===== src/rtl/pio_imem_pkg.sv =====
// Shared types and sizes for the PIO instruction-memory arbiter.
package pio_imem_pkg;

    localparam int IMEM_DEPTH  = 32;
    localparam int IMEM_ADDR_W = 5;
    localparam int IMEM_DATA_W = 16;

    typedef enum logic [1:0] {
        PH_IDLE,
        PH_WRITE,
        PH_READ
    } imem_phase_t;

    typedef logic [IMEM_ADDR_W-1:0] imem_addr_t;

endpackage


===== src/rtl/pio_imem_arbiter_rr.sv =====
// Round-robin picker: grants the first eligible (req & mask) requester at or after ptr, cyclically.
module rr_arbiter #(
    parameter int N = 4,
    localparam int PTR_W = (N > 1) ? $clog2(N) : 1
) (
    input  logic [N-1:0]     req,
    input  logic [N-1:0]     mask,
    input  logic [PTR_W-1:0] ptr,
    output logic [N-1:0]     gnt,
    output logic [PTR_W-1:0] idx
);

    logic [N-1:0] eligible;

    generate
        for (genvar gi = 0; gi < N; gi++) begin : g_elig
            assign eligible[gi] = req[gi] & mask[gi];
        end
    endgenerate

    always_comb begin
        int   cand;
        logic found;
        gnt   = '0;
        idx   = '0;
        found = 1'b0;
        cand  = 0;
        for (int i = 0; i < N; i++) begin
            cand = int'(ptr) + i;
            if (cand >= N) cand = cand - N;
            if (!found && eligible[cand]) begin
                found     = 1'b1;
                gnt[cand] = 1'b1;
                idx       = PTR_W'(cand);
            end
        end
    end

endmodule


===== src/rtl/pio_imem_arbiter.sv =====
// Single-port instruction RAM arbiter: bus writes first, SM fetches round-robin, one access per cycle.
// Optional macro PIO_IMEM_WR_FAIR_EN alternates writes with fetches while SMs are waiting.
module pio_imem_arbiter
    import pio_imem_pkg::*;
#(
    parameter int NUM_SM = 4,
    parameter int ADDR_W = IMEM_ADDR_W,
    parameter int DATA_W = IMEM_DATA_W
) (
    input  logic                     clk,
    input  logic                     reset,
    input  logic                     bus_wr,
    input  logic [ADDR_W-1:0]        bus_waddr,
    input  logic [DATA_W-1:0]        bus_wdata,
    output logic                     bus_wr_ack,
    input  logic [NUM_SM-1:0]        sm_req,
    input  logic [NUM_SM*ADDR_W-1:0] sm_addr,
    input  logic [NUM_SM-1:0]        sm_flush,
    output logic [NUM_SM-1:0]        sm_gnt,
    output logic [NUM_SM-1:0]        sm_rvalid,
    output logic [DATA_W-1:0]        sm_rdata,
    output logic [ADDR_W-1:0]        mem_addr,
    output logic [DATA_W-1:0]        mem_wdata,
    output logic                     mem_wr,
    output logic                     mem_rd,
    input  logic [DATA_W-1:0]        mem_rdata,
    output logic                     busy
);

    localparam int PTR_W = (NUM_SM > 1) ? $clog2(NUM_SM) : 1;

    logic [PTR_W-1:0]  rr_ptr_reg;
    logic              rd_pend_reg;
    logic [PTR_W-1:0]  rd_owner_reg;
    logic [NUM_SM-1:0] sm_rvalid_reg;
    logic [DATA_W-1:0] sm_rdata_reg;

    logic [ADDR_W-1:0] addr_arr [NUM_SM];
    logic [NUM_SM-1:0] arb_gnt;
    logic [PTR_W-1:0]  arb_idx;
    logic              wr_allowed;
    imem_phase_t       phase;

    generate
        for (genvar gi = 0; gi < NUM_SM; gi++) begin : g_addr
            assign addr_arr[gi] = sm_addr[gi*ADDR_W +: ADDR_W];
        end
    endgenerate

    // A flushing SM is masked so a restart never gets a stale fetch granted.
    rr_arbiter #(.N(NUM_SM)) u_rr (
        .req  (sm_req),
        .mask (~sm_flush),
        .ptr  (rr_ptr_reg),
        .gnt  (arb_gnt),
        .idx  (arb_idx)
    );

`ifdef PIO_IMEM_WR_FAIR_EN
    logic last_was_wr_reg;

    assign wr_allowed = bus_wr && !(last_was_wr_reg && (|(sm_req & ~sm_flush)));

    always_ff @(posedge clk) begin
        if (reset) last_was_wr_reg <= 1'b0;
        else       last_was_wr_reg <= (phase == PH_WRITE);
    end
`else
    assign wr_allowed = bus_wr;
`endif

    always_comb begin
        if (wr_allowed)    phase = PH_WRITE;
        else if (|arb_gnt) phase = PH_READ;
        else               phase = PH_IDLE;
    end

    always_comb begin
        bus_wr_ack = 1'b0;
        sm_gnt     = '0;
        mem_wr     = 1'b0;
        mem_rd     = 1'b0;
        mem_addr   = '0;
        mem_wdata  = '0;
        case (phase)
            PH_WRITE: begin
                bus_wr_ack = 1'b1;
                mem_wr     = 1'b1;
                mem_addr   = bus_waddr;
                mem_wdata  = bus_wdata;
            end
            PH_READ: begin
                sm_gnt   = arb_gnt;
                mem_rd   = 1'b1;
                mem_addr = addr_arr[arb_idx];
            end
            default: ;
        endcase
    end

    always_ff @(posedge clk) begin
        if (reset) begin
            rr_ptr_reg    <= '0;
            rd_pend_reg   <= 1'b0;
            rd_owner_reg  <= '0;
            sm_rvalid_reg <= '0;
            sm_rdata_reg  <= '0;
        end else begin
            if (phase == PH_READ) begin
                rr_ptr_reg   <= (arb_idx == PTR_W'(NUM_SM-1)) ? '0 : arb_idx + 1'b1;
                rd_owner_reg <= arb_idx;
            end
            rd_pend_reg <= (phase == PH_READ);
            // RAM data arrives the cycle after the grant; a flush by the owner drops it here.
            sm_rvalid_reg <= '0;
            if (rd_pend_reg && !sm_flush[rd_owner_reg])
                sm_rvalid_reg[rd_owner_reg] <= 1'b1;
            if (rd_pend_reg)
                sm_rdata_reg <= mem_rdata;
        end
    end

    assign sm_rvalid = sm_rvalid_reg;
    assign sm_rdata  = sm_rdata_reg;
    assign busy      = bus_wr | (|sm_req) | rd_pend_reg;

endmodule


===== config.mk =====
export PLATFORM = sky130hd
export DESIGN_NAME = pio_imem_arbiter
export DESIGN_NICKNAME = d
export VERILOG_FILES = /design/src/rtl/pio_imem_pkg.sv /design/src/rtl/pio_imem_arbiter_rr.sv /design/src/rtl/pio_imem_arbiter.sv
export SDC_FILE = /design/constraint.sdc
export NUM_CORES = 1
export LEC_CHECK = 0
export ABC_AREA = 0
export CORE_AREA = 5 5 66 68
export DETAILED_ROUTE_END_ITERATION = 7
export DIE_AREA = 0 0 71 73
export DONT_BUFFER_PORTS = 1
export PLACE_DENSITY = 0.61
export SLEW_MARGIN = 20
export SYNTH_ARGS = -nofsm -noshare
export SYNTH_HDL_FRONTEND = slang
export SYNTH_SLANG_ARGS = --single-unit

===== constraint.sdc =====
create_clock -name clk -period 4.4 [get_ports clk]
set_input_delay 0.88 -clock clk [delete_from_list [all_inputs] [get_ports clk]]
set_output_delay 0.88 -clock clk [all_outputs]
set_load 0.01 [all_outputs]

==> run metrics <==
Clock Latency Late Sink around 0.26 ns; H-tree levels 1; RSZ-0062 raised after global routing no; ys flop type dfxtp_1; Final Cell Area approximately 1900 um2; setup repair bufs after CTS 0; max reg flops 16; worst hold path class reg2reg; Synth Register Bits 25; status finished, final reports clean; Cell Count, Final, Fillers Out 255; P per Cell Area 547 nW/um2; Worst-path clk slew approximately 0.08 ns; CTS tree done; Power Total around 1.0 mW; Gate Count Post-Synth 210; TNS Setup 0 ns; Placed Cells ~250; number of library cell types mapped by synthesis 39; Final Hold Viols 0; r2r startpoint rr_ptr_reg[1]; post-CTS sizing 0; ant diodes 0; Die Width 71 um; RR Endpoint rr_ptr_reg[0]; most frequent cell after synthesis mux2i_1; die area 5180 um2; drt initial violations between 100 and 150; maximum vdd ir drop 0.000238 V; CTS max path bufs 2; Max Freq roughly 250 MHz; setup slack at placement 0.362 ns; P&R area growth vs syn 4.04%; minimum clock period around 4.1 ns; Startpoint Class input port; Synthesized Nets 286; layout cells sized above 1 about a tenth; Antenna Nets Post-Route 0; crit path DAT approximately 3.2 ns; drt wl/cell about 18 um; Least-Margin Pin Slew between 0.9 and 1 ns; Hold Slack between 0.5 and 0.6 ns; hold buffer count at cts 0; Synth Warn # 0; Syn Area/Cell about 8.5 um2; area leader, netlist dfxtp_1; Yosys top cell area share 27.9%; worst r2r path cells 8; initial antenna violation count 0; grt ovf 0; Max-Cap Viols 0; drt drc 0; clk_skew 0.00205 ns; DR vias 1497; gpl congestion 0.880; Detailed Route WL approximately 4.7 mm; Worst setup startpoint sm_flush[3]; worst-path fanout max 8; WS Path Type in2out; Die Y-Extent between 70 and 80 um; final setup vio count 0; Initial Util a little under half; IO Port Bufs 0; drt pass-1 iters 4; TritonCTS Buffers 3; Commonest cells post-synth mux2i_1 (29), nor2_1 (27), dfxtp_1 (25); Cell Area, Synth between 1500 and 2000 um2; sequential area share after synthesis between 20% and 30%; first-pass GRT wire length between 7 and 8 mm; num rows 23; CORE AREA ~3800 um2; Crit path required time between 3 and 4 ns; Area contributors post-synth dfxtp_1 (28%), mux2i_1 (16%), and2_1 (7.3%); Max-slew headroom 36.2%; Post-synth ARST share 0%; final worst path period share between 90 and 100%; Util after Layout a little under 50%; Leakage slightly below 0.8 nW; dpl hpwl around 3.8 mm; crit end category output port; largest net degree at the start of global routing 26; GR Util All Layers between 10% and 20%; final slew viol count 0; Final #Nets 282; number of enable flip-flop cells after synthesis 0; clock sinks 25; IO Pins roughly 120; placed cell area between 1500 and 2000 um2; crit path capture mem_addr[0]; fillers 382; drt via density slightly below 6; clk root buf clkbuf_8; worst setup margin 0.350 ns; flop2flop setup slack around 1.4 ns; number of global-route vias before repair approximately 1500
how the worst min path moves through the flow:
stage / from / end / depth (start not counted)
finish: rd_owner_reg[0] / sm_rvalid[0] / 1
global route: rd_owner_reg[1] / sm_rvalid[2] / 2
detailed placement: rd_owner_reg[0] / sm_rvalid[0] / 1
floorplan: rd_owner_reg[0] / sm_rvalid[0] / 1
CTS: rd_owner_reg[0] / sm_rvalid[0] / 1
global placement: rd_owner_reg[0] / sm_rvalid[0] / 1
area by class of cell:
cell class	count	area, um2	area share (%)
clock buffer	3	41.3	2.21
clock inverter	1	7.51	0.402
inverter	9	36.3	1.94
multi-input combinational	164	1200	64.1
sequential	25	500	26.8
tap	50	62.6	3.35
timing repair buffer	3	22.5	1.21
metal layers:
layer	vias up	share of wire [%]	track usage, %
li1	723	-	-
met1	709	39	20.3
met2	60	53	31.1
met3	5	7.4	4.82
met4	0	0.77	2.71
met5	-	0	0
worst max-delay path, cell delays in order:
cell      delay [ns]
nand2b_1        0.23
mux4_2          0.54
or3_1           0.33
a32o_1          0.31
nand2_1         0.19
mux2_2          0.35
o21ai_0         0.34
where the power goes:
| part | leakage [nW] | switching (mW) | internal, mW | total, mW |
|---|---|---|---|---|
| sequential | 0.204 | 0.0572 | 0.264 | 0.321 |
| combinational | 0.547 | 0.321 | 0.246 | 0.567 |
| clock | 0.0217 | 0.0692 | 0.0640 | 0.133 |
| total | 0.773 | 0.447 | 0.574 | 1.02 |
placed cells by master, fill, tap and decap left out, types with 2 or more instances in the layout:
cell type / n
buf_4: 3
o21ai_0: 7
a21oi_1: 5
dfxtp_1: 25
and2_1: 21
o211ai_1: 2
o22ai_1: 5
mux2_2: 6
nor2b_1: 6
clkbuf_8: 3
mux4_2: 3
nor4_1: 2
nand3_1: 2
nor3_1: 4
a221oi_1: 2
mux2i_1: 29
a221oi_2: 2
inv_1: 8
nor2_1: 27
nand2b_1: 4
and3_1: 3
nand2_1: 13
ha_1: 8
kinds of logic after synthesis:
group                      Yosys count  share of synthesized area (%)
muxes                               39                           24.3
adders and majority gates            8                           5.58
AOI/OAI and AO/OA                   30                           12.2
DFF                                 25                           27.9
and+or+nand+nor                     87                           24.6
buffers and inverters               21                           5.44
Note: power is estimated with default switching activity, not from simulation.
